$ cat config.mk
export PLATFORM = sky130hd
export DESIGN_NAME = threshold_compress_ctrl
export DESIGN_NICKNAME = d
export VERILOG_FILES = /design/src/rtl/threshold_compress_pkg.sv /design/src/rtl/threshold_compress_datapath.sv /design/src/rtl/threshold_compress_ctrl.sv
export SDC_FILE = /design/constraint.sdc
export NUM_CORES = 1
export LEC_CHECK = 0
export ABC_AREA = 1
export CORE_UTILIZATION = 61
export CTS_CLUSTER_DIAMETER = 40
export CTS_CLUSTER_SIZE = 10
export DETAILED_ROUTE_END_ITERATION = 8
export GPL_TIMING_DRIVEN = 0
export HOLD_SLACK_MARGIN = 0.1
export PLACE_DENSITY = 0.87
export SYNTH_ARGS = -nofsm -noshare
export SYNTH_HDL_FRONTEND = slang
export SYNTH_SLANG_ARGS = --single-unit
$ cat constraint.sdc
create_clock -name clk -period 25.3 [get_ports clk]
set_input_delay 3.795 -clock clk [delete_from_list [all_inputs] [get_ports clk]]
set_output_delay 3.795 -clock clk [all_outputs]
set_load 0.01 [all_outputs]
$ cat src/rtl/threshold_compress_pkg.sv
// rtl/threshold_compress_pkg.sv - shared constants, state encoding and trit helpers for threshold_compress
package threshold_compress_pkg;

    localparam int OUTPUT_WIDTH  = 8;
    localparam int COMPREG_WIDTH = OUTPUT_WIDTH * 5 / 4;
    localparam int COUNTER_MAX   = COMPREG_WIDTH / 2;
    localparam int COUNTER_WIDTH = $clog2(COUNTER_MAX);

    typedef enum logic [0:0] {
        ACCUM = 1'b0,
        FLUSH = 1'b1
    } ctrl_state_e;

    localparam logic [1:0] TRIT_ZERO = 2'b00;
    localparam logic [1:0] TRIT_POS  = 2'b01;
    localparam logic [1:0] TRIT_NEG  = 2'b10;

    // Anything inside [lo, hi] (inclusive) is the zero trit.
    function automatic logic [1:0] trit_encode(
        input logic [31:0] preact,
        input logic [15:0] thr_lo,
        input logic [15:0] thr_hi
    );
        logic signed [31:0] p;
        logic signed [31:0] lo;
        logic signed [31:0] hi;
        p  = preact;
        lo = {{16{thr_lo[15]}}, thr_lo};
        hi = {{16{thr_hi[15]}}, thr_hi};
        if (p > hi) begin
            return TRIT_POS;
        end else if (p < lo) begin
            return TRIT_NEG;
        end
        return TRIT_ZERO;
    endfunction

    // Base-3 digit used when packing: 0 -> 0, +1 -> 1, -1 -> 2.
    function automatic logic [1:0] trit_digit(input logic [1:0] code);
        case (code)
            TRIT_POS: return 2'd1;
            TRIT_NEG: return 2'd2;
            default:  return 2'd0;
        endcase
    endfunction

endpackage

$ cat src/rtl/threshold_compress_datapath.sv
// rtl/threshold_compress_datapath.sv - combinational threshold_compress datapath: one trit per call, base-3 packing on fill
module threshold_compress #(
    parameter int OUTPUT_WIDTH = 8
) (
    input  logic [31:0]                                  preactivation_i,
    input  logic [15:0]                                  threshold_lo_i,
    input  logic [15:0]                                  threshold_hi_i,
    input  logic [$clog2(OUTPUT_WIDTH * 5 / 8)-1:0]      counter_i,
    input  logic [OUTPUT_WIDTH * 5 / 4-1:0]              precompressed_i,
    input  logic [OUTPUT_WIDTH-1:0]                      compressed_i,
    output logic [$clog2(OUTPUT_WIDTH * 5 / 8)-1:0]      counter_o,
    output logic [OUTPUT_WIDTH * 5 / 4-1:0]              precompressed_o,
    output logic [OUTPUT_WIDTH-1:0]                      compressed_o,
    output logic                                         compreg_full_o
);
    import threshold_compress_pkg::*;

    localparam int CREG_W  = OUTPUT_WIDTH * 5 / 4;
    localparam int CNT_MAX = CREG_W / 2;
    localparam int CNT_W   = $clog2(CNT_MAX);

    logic [1:0]              trit;
    logic                    full;
    logic [CREG_W-1:0]       next_pre;
    logic [OUTPUT_WIDTH-1:0] packed_word;

    always_comb begin
        trit     = trit_encode(preactivation_i, threshold_lo_i, threshold_hi_i);
        full     = (counter_i == CNT_W'(CNT_MAX - 1));
        next_pre = precompressed_i;
        for (int i = 0; i < CNT_MAX; i++) begin
            if (counter_i == CNT_W'(i)) begin
                next_pre[2*i +: 2] = trit;
            end
        end
        // Trit 0 ends up as the least significant base-3 digit.
        packed_word = '0;
        for (int i = CNT_MAX - 1; i >= 0; i--) begin
            packed_word = packed_word * OUTPUT_WIDTH'(3)
                        + OUTPUT_WIDTH'(trit_digit(next_pre[2*i +: 2]));
        end
        compreg_full_o  = full;
        counter_o       = full ? '0 : counter_i + CNT_W'(1);
        precompressed_o = full ? '0 : next_pre;
        compressed_o    = full ? packed_word : compressed_i;
    end

endmodule

$ cat src/rtl/threshold_compress_ctrl.sv
// rtl/threshold_compress_ctrl.sv - stream sequencer owning threshold_compress state, flush padding and one-entry output buffer
module threshold_compress_ctrl #(
    parameter int OUTPUT_WIDTH = 8
) (
    input  logic                    clk,
    input  logic                    rst_n,
    input  logic                    clear_i,
    input  logic                    in_valid_i,
    output logic                    in_ready_o,
    input  logic [31:0]             in_preact_i,
    input  logic [15:0]             in_thr_lo_i,
    input  logic [15:0]             in_thr_hi_i,
    input  logic                    in_last_i,
    output logic                    out_valid_o,
    input  logic                    out_ready_i,
    output logic [OUTPUT_WIDTH-1:0] out_data_o,
    output logic [2:0]              out_ntrits_o,
    output logic                    busy_o
);
    import threshold_compress_pkg::*;

    localparam int CREG_W  = OUTPUT_WIDTH * 5 / 4;
    localparam int CNT_MAX = CREG_W / 2;
    localparam int CNT_W   = $clog2(CNT_MAX);

    localparam logic [0:0] ST_ACCUM = 1'(ACCUM);
    localparam logic [0:0] ST_FLUSH = 1'(FLUSH);

    logic [0:0]              state_q, state_d;
    logic [CNT_W-1:0]        counter_q, counter_d;
    logic [CREG_W-1:0]       precomp_q, precomp_d;
    logic [OUTPUT_WIDTH-1:0] comp_q, comp_d;
    logic                    buf_valid_q, buf_valid_d;
    logic [OUTPUT_WIDTH-1:0] buf_data_q, buf_data_d;
    logic [2:0]              buf_ntrits_q, buf_ntrits_d;
    logic [2:0]              ntrits_q, ntrits_d;
    logic [15:0]             pad_lo_q, pad_lo_d;
    logic [15:0]             pad_hi_q, pad_hi_d;
    logic                    run_q, run_d;

    logic [31:0]             dp_preact;
    logic [15:0]             dp_thr_lo;
    logic [15:0]             dp_thr_hi;
    logic [CNT_W-1:0]        dp_counter;
    logic [CREG_W-1:0]       dp_precomp;
    logic [OUTPUT_WIDTH-1:0] dp_comp;
    logic                    dp_full;

    logic in_flush;
    logic stall_full;
    logic ready;
    logic take_in;
    logic take_pad;
    logic advance;
    logic complete;

    // Pad beats feed thr_lo as the preactivation, which always lands on the zero trit.
    assign in_flush  = (state_q == ST_FLUSH);
    assign dp_preact = in_flush ? {{16{pad_lo_q[15]}}, pad_lo_q} : in_preact_i;
    assign dp_thr_lo = in_flush ? pad_lo_q : in_thr_lo_i;
    assign dp_thr_hi = in_flush ? pad_hi_q : in_thr_hi_i;

    threshold_compress #(
        .OUTPUT_WIDTH (OUTPUT_WIDTH)
    ) u_datapath (
        .preactivation_i (dp_preact),
        .threshold_lo_i  (dp_thr_lo),
        .threshold_hi_i  (dp_thr_hi),
        .counter_i       (counter_q),
        .precompressed_i (precomp_q),
        .compressed_i    (comp_q),
        .counter_o       (dp_counter),
        .precompressed_o (dp_precomp),
        .compressed_o    (dp_comp),
        .compreg_full_o  (dp_full)
    );

    // Only a completing advance needs buffer space; partial beats keep flowing.
    assign stall_full = buf_valid_q & ~out_ready_i & dp_full;
    assign ready      = run_q & ~in_flush & ~clear_i & ~stall_full;
    assign take_in    = in_valid_i & ready;
    assign take_pad   = in_flush & ~clear_i & ~stall_full;
    assign advance    = take_in | take_pad;
    assign complete   = advance & dp_full;

    always_comb begin
        state_d      = state_q;
        counter_d    = counter_q;
        precomp_d    = precomp_q;
        comp_d       = comp_q;
        buf_valid_d  = buf_valid_q;
        buf_data_d   = buf_data_q;
        buf_ntrits_d = buf_ntrits_q;
        ntrits_d     = ntrits_q;
        pad_lo_d     = pad_lo_q;
        pad_hi_d     = pad_hi_q;
        run_d        = 1'b1;

        if (advance) begin
            counter_d = dp_counter;
            precomp_d = dp_precomp;
            comp_d    = dp_comp;
        end

        if (take_in) begin
            ntrits_d = complete ? 3'd0 : ntrits_q + 3'd1;
        end else if (complete) begin
            ntrits_d = 3'd0;
        end

        if (buf_valid_q && out_ready_i) begin
            buf_valid_d = 1'b0;
        end
        if (complete) begin
            buf_valid_d  = 1'b1;
            buf_data_d   = dp_comp;
            buf_ntrits_d = take_in ? ntrits_q + 3'd1 : ntrits_q;
        end

        if (take_in && in_last_i && !dp_full) begin
            state_d  = ST_FLUSH;
            pad_lo_d = in_thr_lo_i;
            pad_hi_d = in_thr_hi_i;
        end else if (take_pad && complete) begin
            state_d = ST_ACCUM;
        end

        if (clear_i) begin
            state_d      = ST_ACCUM;
            counter_d    = '0;
            precomp_d    = '0;
            comp_d       = '0;
            buf_valid_d  = 1'b0;
            buf_data_d   = '0;
            buf_ntrits_d = 3'd0;
            ntrits_d     = 3'd0;
            pad_lo_d     = 16'd0;
            pad_hi_d     = 16'd0;
        end
    end

    always_ff @(posedge clk or negedge rst_n) begin
        if (!rst_n) begin
            state_q      <= ST_ACCUM;
            counter_q    <= '0;
            precomp_q    <= '0;
            comp_q       <= '0;
            buf_valid_q  <= 1'b0;
            buf_data_q   <= '0;
            buf_ntrits_q <= 3'd0;
            ntrits_q     <= 3'd0;
            pad_lo_q     <= 16'd0;
            pad_hi_q     <= 16'd0;
            run_q        <= 1'b0;
        end else begin
            state_q      <= state_d;
            counter_q    <= counter_d;
            precomp_q    <= precomp_d;
            comp_q       <= comp_d;
            buf_valid_q  <= buf_valid_d;
            buf_data_q   <= buf_data_d;
            buf_ntrits_q <= buf_ntrits_d;
            ntrits_q     <= ntrits_d;
            pad_lo_q     <= pad_lo_d;
            pad_hi_q     <= pad_hi_d;
            run_q        <= run_d;
        end
    end

    assign in_ready_o   = ready;
    assign out_valid_o  = buf_valid_q;
    assign out_data_o   = buf_data_q;
    assign out_ntrits_o = buf_ntrits_q;
    assign busy_o       = in_flush | (counter_q != '0);

endmodule

==> metrics list, run 1 <==
* Clock tree from TritonCTS: done
* Vias after detailed routing: between 5000 and 6000
- CTS saw 70 sinks.
- Clock latency on the worst-skew pair, taken at its later pin, is approximately 0.36 ns.
- EDFF count, synth: 0
* Clock tree root buffer cell: clkbuf_8
- In this run the worst path has a maximum fanout of 9.
* IO Port Bufs: 83
- Worst clock skew on the final layout: 0.00575 ns
* Worst hold margin: 0.480 ns
* CTS hold repair buffers: 0
- The most numerous cell type found on the critical path is nand2_1.
- Count of warnings emitted by yosys: 0
- The clock tree synthesis step divided the H-tree into 3 levels.
- Data arrival time of the critical path: 11.98 ns
- The synthesized design spends more area on one cell type than any other, namely dfrtp_1.
- In this run the cell area of the synthesized design comes to 6250 µm².
- Setup WS post-layout: 13.57 ns
- WL per Instance: 13.2 µm
* Portion of the clock cycle consumed by the worst path in the final layout: 0.464
* Die Ht: between 100 and 150 µm
* Global routing usage summed across all routing layers: 0.294
- Number of antenna violations at the first check in global routing: 0
- Fraction of final layout cells sized beyond drive strength 1: 0.0442
- Total count of hold-check failures in the final report: 0
* Kind of end point of the critical path: register
* Post-cts resize count: 0
- The library cell used most frequently in the layout, excluding fill and tap cells, is nand2_1.
- Unique cell type count in the Yosys netlist: 38
- Aggregate global routing overflow: 0
* Total Die Area: between 10000 and 15000 µm²
- Slew Limit Headroom: 0.413
* Post-CTS setup repair buffer count: 0
- Across the run, the number of max-cap violations was 0.
- Multi-input gate area: 3990 µm²
- The number of nets handed over by synthesis was 1032.
* Post-detailed-routing wire length: 14.3 mm
* Final standard cell count with taps included and fillers excluded: 1084
* CTS buffer count: 9
- Relative to the synthesized area, the layout overhead comes to 19.4%.
- Boundary pin count: 84
- Number of cells produced by synthesis: 851
- Kind of launch point of the worst setup path: input port
- In the synthesized netlist the async set-or-reset flop fraction comes to 1.00.
* Vias in the first global route: 5598
* Final layout net count: between 1000 and 1500
- Filler cell count in the final layout: 756
* Core ar.: 9860 µm²
* Outcome: finished clean
* Overall power after layout: 0.314 mW
* HPWL after DPL: 11.0 mm
- Data on the critical path is required at its endpoint by 25.55 ns.
* Final std cell area, no fill: 7470 µm²
- Max Buffers Root-to-Sink: 2
- Worst VDD drop: roughly 0.037 mV
- Leaving out fill and tap cells, the most frequent cells in the layout are nand2_1 (251), ha_1 (104), inv_1 (99), clkdlybuf4s50_1 (82), o21ai_0 (80).
* Unrepaired setup endpoints after global routing: no
* Minimum period implied by the final worst setup slack: about 12 ns
* Flip-flop and latch count after synthesis: 70
- For this design, the slowest cell found on the critical path is o21ai_1.
- Of the post-synthesis cell area, the dominant cell type holds 0.280.
- Detailed-route vias per instance: 5.43
- First DRT Iteration DRCs: 289
- Core Rows: 36
- The first global-routing pass estimated 24.4 mm of wire.
- Setup slack at placement: between 10 and 15 ns
- Register area share after synthesis: 0.280
- Pin count of the biggest net entering global routing: 71
* Post-detailed-route DRC marker count: 0
- Cells after DPL: 1068
- Top area cells in the synthesized netlist: dfrtp_1 (28%), ha_1 (21%), nand2_1 (15%), o21ai_0 (6.5%), inv_1 (5.9%)
- Leakage power of the design: about 4 nW
- Summing all flip-flop and latch instances after layout gives 1750 µm².
* Critical Path Max Stage Delay: 0.65 ns
* Post-route ant nets: 0
- After detailed placement, the total cell area comes to 7260 µm².
* Global placement routability congestion: 0.914
- Setup Viol. Count Final: 0
* Die X: approximately 100 µm
- The initial utilization of the core area, before any placement, comes to 0.634.
- Top_reg_cell synth: dfrtp_1
- The total count of max-transition violations in the final report was 0.
- In the final timing run, aggregate negative setup slack is 0 ns.
* Clock transition at the registers of the reported paths: 0.08 ns
- Number of antenna diodes: 0
- Worst hold path type: reg -> reg
- At the pin with the least slew margin, the transition time is 0.880 ns.
- Pwr/cell area: 42.1 nW/µm²
- The critical path is of the in -> reg type.
- Max frequency: 0.0852 GHz
* Post-Synthesis Mean Instance Area: about 7.3 µm²
- Detailed Routing Iterations Pass 1: 4
* Share of the core filled with cells: 0.757
## final cells by class
| type | count | share of cell area |
|---|---|---|
| Buffer | 25 | 0.0154 |
| Clock buffer | 11 | 0.0203 |
| Clock inverter | 5 | 0.00754 |
| Inverter | 104 | 0.0526 |
| Multi-Input combinational cell | 652 | 0.535 |
| Sequential cell | 70 | 0.235 |
| Tap cell | 133 | 0.0223 |
| Timing Repair Buffer | 84 | 0.112 |
## worst max-delay path, delay by kind of cell
family / cells / cell delay, ns
xor+xnor: 2 / 0.33
buf+inv: 5 / 0.91
simple gates: 17 / 1.58
fa+ha+maj: 11 / 3.54
compound gates: 8 / 1.83
## per-layer routing
layer  part of all wire  track usage  up-vias  wire length (µm)
li1                   -            -     2994                 -
met1               0.46        0.386     2708              6610
met2               0.46        0.492      152              6610
met3              0.045       0.0329       35               646
met4              0.029        0.137        0               417
met5                  0            0        -                 0
## sequential cells by signal (all words and copies together) (netlist names)
| name | count |
|---|---|
| out_valid_o | 1 |
| out_ntrits_o | 3 |
| pad_hi_q | 16 |
| comp_q | 8 |
| ntrits_q | 3 |
| pad_lo_q | 16 |
| run_q | 1 |
| out_data_o | 8 |
| precomp_q | 10 |
| in_flush | 1 |
| counter_q | 3 |
## worst paths after layout
kind,from,to,slack (ns),cells past startpoint
setup / recovery,in_thr_hi_i[15],comp_q[7],13.57,43
hold / removal,out_data_o[7],out_data_o[7],0.48,2
setup reg to reg,in_flush,comp_q[7],16.45,44
hold reg to reg,out_data_o[7],out_data_o[7],0.48,2
max in group asynchronous,rst_n,pad_hi_q[0],21.17,1
min in group asynchronous,rst_n,pad_lo_q[11],3.54,1
## cell usage after synthesis (2+ instances only)
cell type,number
a21oi_1,48
o21a_1,18
o21bai_1,2
nand2_4,2
nor3_1,2
fa_1,7
inv_2,3
inv_1,99
xnor2_1,10
nand4_1,7
ha_1,104
o22ai_1,2
dfrtp_1,70
nand3_1,52
nor2_4,4
buf_4,2
buf_2,5
nand2_1,251
clkbuf_1,13
or2_2,3
o21ai_0,81
xor2_1,6
o21ai_1,7
buf_1,4
nor2_1,34
o211ai_1,3
## logic make-up after synthesis
group | Yosys count | synth area share
xor+xnor | 16 | 0.0224
flops | 70 | 0.280
simple gates | 359 | 0.242
fa+ha+maj | 111 | 0.231
compound gates | 164 | 0.142
mux | 1 | 0.00160
other cells | 1 | 0.000600
buf+inv | 129 | 0.0812
## where the power goes
group          total (mW)  internal, mW  switching [mW]
Clock              0.0951        0.0509          0.0442
Sequential          0.118         0.116         0.00180
Combinational       0.101        0.0424          0.0585
Total               0.314         0.210           0.105
Power figures use the tool's default switching activity.
==> run 2: changes to the inputs <==
Settings changed: CORE_UTILIZATION 61 to 57, PLACE_DENSITY 0.87 to 0.82.
Clock period 25.3 ns to 11.1 ns, I/O delays scaled along.
==> run 2 against run 1 <==
Flip-flop and latch count is the same; global-route usage decreased by 3.4 points; sequential share of layout area rose by 0.075 points.
==> metrics list, run 2 (synthesis results as in run 1) <==
* Post-detailed-route DRC marker count: 0
- The floorplan step defined a die boundary enclosing 11400 µm².
- 0 antenna diodes ended up in the layout.
* Most common library cell in the layout ignoring fill and taps: nand2_1
- CTS buffer count: 9
* Aggregate global routing overflow: 0
- Of the total power, registers draw 0.387.
* Worst hold path type: reg -> reg
- The largest registers in the layout are pad_hi_q x16, pad_lo_q x16, precomp_q x10.
- Dividing total power by cell area gives a power density of between 90 and 100 nW/µm².
- Core ar.: approximately 10000 µm²
* Portion of the clock cycle consumed by the worst path in the final layout: 0.861
* Maximum level of the CTS H-tree: 3
* Worst VDD drop: 0.0775 mV
- Post-route ant nets: 0
* Slew at the pin closest to its max-slew limit: 0.893 ns
- Number of buffer and inverter instances along the worst setup path: 5
- CTS hold repair buffers: 0
- Data arrival time of the critical path: 9.79 ns
- Internal: 0.464 mW
- Post-cts resize count: 0
- Of the total power, combinational logic draws 0.330.
- Most frequent cells in the layout: nand2_1 (251), ha_1 (104), inv_1 (99), clkdlybuf4s50_1 (82), o21ai_0 (80)
* Global placement routability congestion: 0.865
- Across the run, the number of max-cap violations was 0.
- After detailed routing, the average wire length per cell comes to 12.9 µm.
- In this design, the stage delay of the slowest critical-path cell is 0.63 ns.
- Core Rows: 37
* Largest delay share family, worst path: adder cells
* Clock insertion delay at the later pin of the skew report: 0.34 ns
- The total count of max-transition violations in the final report was 0.
- The wire-length estimate of the detail-placed layout is around 11 mm.
- The detailed router finished its first iteration with a little over 500 violations.
- TritonCTS built the clock tree.
- Die Ht: 107 µm
- Entering global routing, the biggest net connects 71 pins.
- Critical path data required time: 11.34 ns
- After detailed routing, the total wire length is 14.0 mm.
* Number of antenna violations at the first check in global routing: 0
* Kind of end point of the critical path: register
- The layout has 919 filler cells.
* GR Layer Usage met2: 0.423
* Die X: 107 µm
- During placement, the flow inserted port buffers numbering 83.
- The cell that appears most often on the critical path is nand2_1.
- Switching power as a share of total power: 0.332
* Slew Limit Headroom: 0.405
* Global routing usage summed across all routing layers: 0.260
- For the finished layout, the period the worst path requires is around 9.6 ns.
* Total count of hold-check failures in the final report: 0
- Psw: 0.231 mW
- Max Buffers Root-to-Sink: 2
* Outcome: finished clean
- Leakage power of the design: 4.00 nW
- Unrepaired setup endpoints after global routing: no
- Setup Crit Path Kind: in -> reg
- Adding up every negative setup slack in the final design gives 0 ns.
- Worst clock skew on the final layout: 0.0122 ns
- Clock tree root buffer cell: clkbuf_8
* Fraction of final layout cells sized beyond drive strength 1: 0.0411
- In this run the most used layer during global routing was met2.
- Kind of launch point of the worst setup path: input port
* Signed area change from the synthesized netlist to the final layout: 19.0%
- The routed layout has around 5800 vias.
- Detailed Routing Iterations Pass 1: 5
- For met1 alone, demand over resource in global routing was 0.366.
- The via count of the first global-routing pass is 5388.
* Global-route wire length before repair: 24.0 mm
- After detailed routing, the number of vias per cell comes to 5.33.
- Final layout net count: 1127
- Along the worst path, the maximum fanout reaches 9.
- Clock transition at the registers of the reported paths: approximately 0.07 ns
* Cell at the slowest stage of the critical path: o21ai_1
- Setup violations remaining at the end of the flow were counted as 0.
* Boundary pin count: 84
- Max frequency: roughly 0.10 GHz
- Clock Power Share: 0.283
- Post-CTS setup repair buffer count: 0
* Overall power after layout: between 0.6 and 0.7 mW
- In the global route stage, met3 resource usage came out at 0.0334.
- Effective utilization at floorplan: 0.598
- For this design, the sink count on the clock tree is 70.
==> run 2: changes by cell type in the layout (fill, tap and decap cells not counted) <==
| cell | before | now |
|---|---|---|
| clkbuf_1 | 13 | 15 |
| inv_6 | 1 | 0 |
| clkinvlp_4 | 1 | 0 |
| clkbuf_8 | 11 | 9 |
| clkinv_4 | 0 | 1 |
==> run 2: power groups by stage <==
stage	Sequential [mW]	Combinational [mW]	Clock, mW
global route	0.270	0.265	0.209
finish	0.269	0.230	0.197
global placement	0.273	0.220	0
CTS	0.269	0.230	0.198
floorplan	0.273	0.149	0
detailed placement	0.274	0.226	0
==> run 2: layout make-up <==
cell class                 count  area (µm²)  share of cell area
clock buffer                  11         131              0.0177
clock inverter                 4        48.8             0.00656
tap                          136         170              0.0229
multi-input combinational    652        3990               0.536
sequential                    70        1750               0.235
buffer                        25         115              0.0155
timing repair buffer          84         840               0.113
inverter                     104         393              0.0528
==> run 2: final timing paths <==
path	cells after the start	end	start	slack [ns]
max in group asynchronous	1	comp_q[2]	rst_n	9.08
worst min-delay path	2	precomp_q[1]	precomp_q[1]	0.48
worst max-delay path	41	comp_q[7]	in_thr_hi_i[15]	1.54
worst min register to register	2	precomp_q[1]	precomp_q[1]	0.48
min in group asynchronous	1	pad_lo_q[10]	rst_n	1.44
worst max register to register	42	comp_q[7]	in_flush	2.39
==> run 2: through the flow <==
step / hold WS, ns / util / setup slack, ns / cells / area (µm²)
floorplan: 0.442 / - / 1.98 / 851 / 6250
global placement: 0.455 / 0.693 / 0.295 / 1070 / 7250
detailed placement: 0.462 / 0.694 / 1.16 / 1071 / 7260
CTS: 0.480 / 0.711 / 1.51 / 1086 / 7440
global route: 0.490 / 0.711 / 0.723 / 1086 / 7440
finish: 0.480 / 0.711 / 1.54 / 1086 / 7440
==> run 2: layer usage <==
layer / wire length (µm) / vias up
li1: - / 2986
met1: 6690 / 2614
met2: 6420 / 173
met3: 734 / 18
met4: 189 / 0
met5: 0 / -
==> run 2: tightest hold or removal path, delay by kind of cell, from the launching register on <==
kind | cells | cell delay (ns)
flops | 1 | 0.34
simple gates | 2 | 0.11
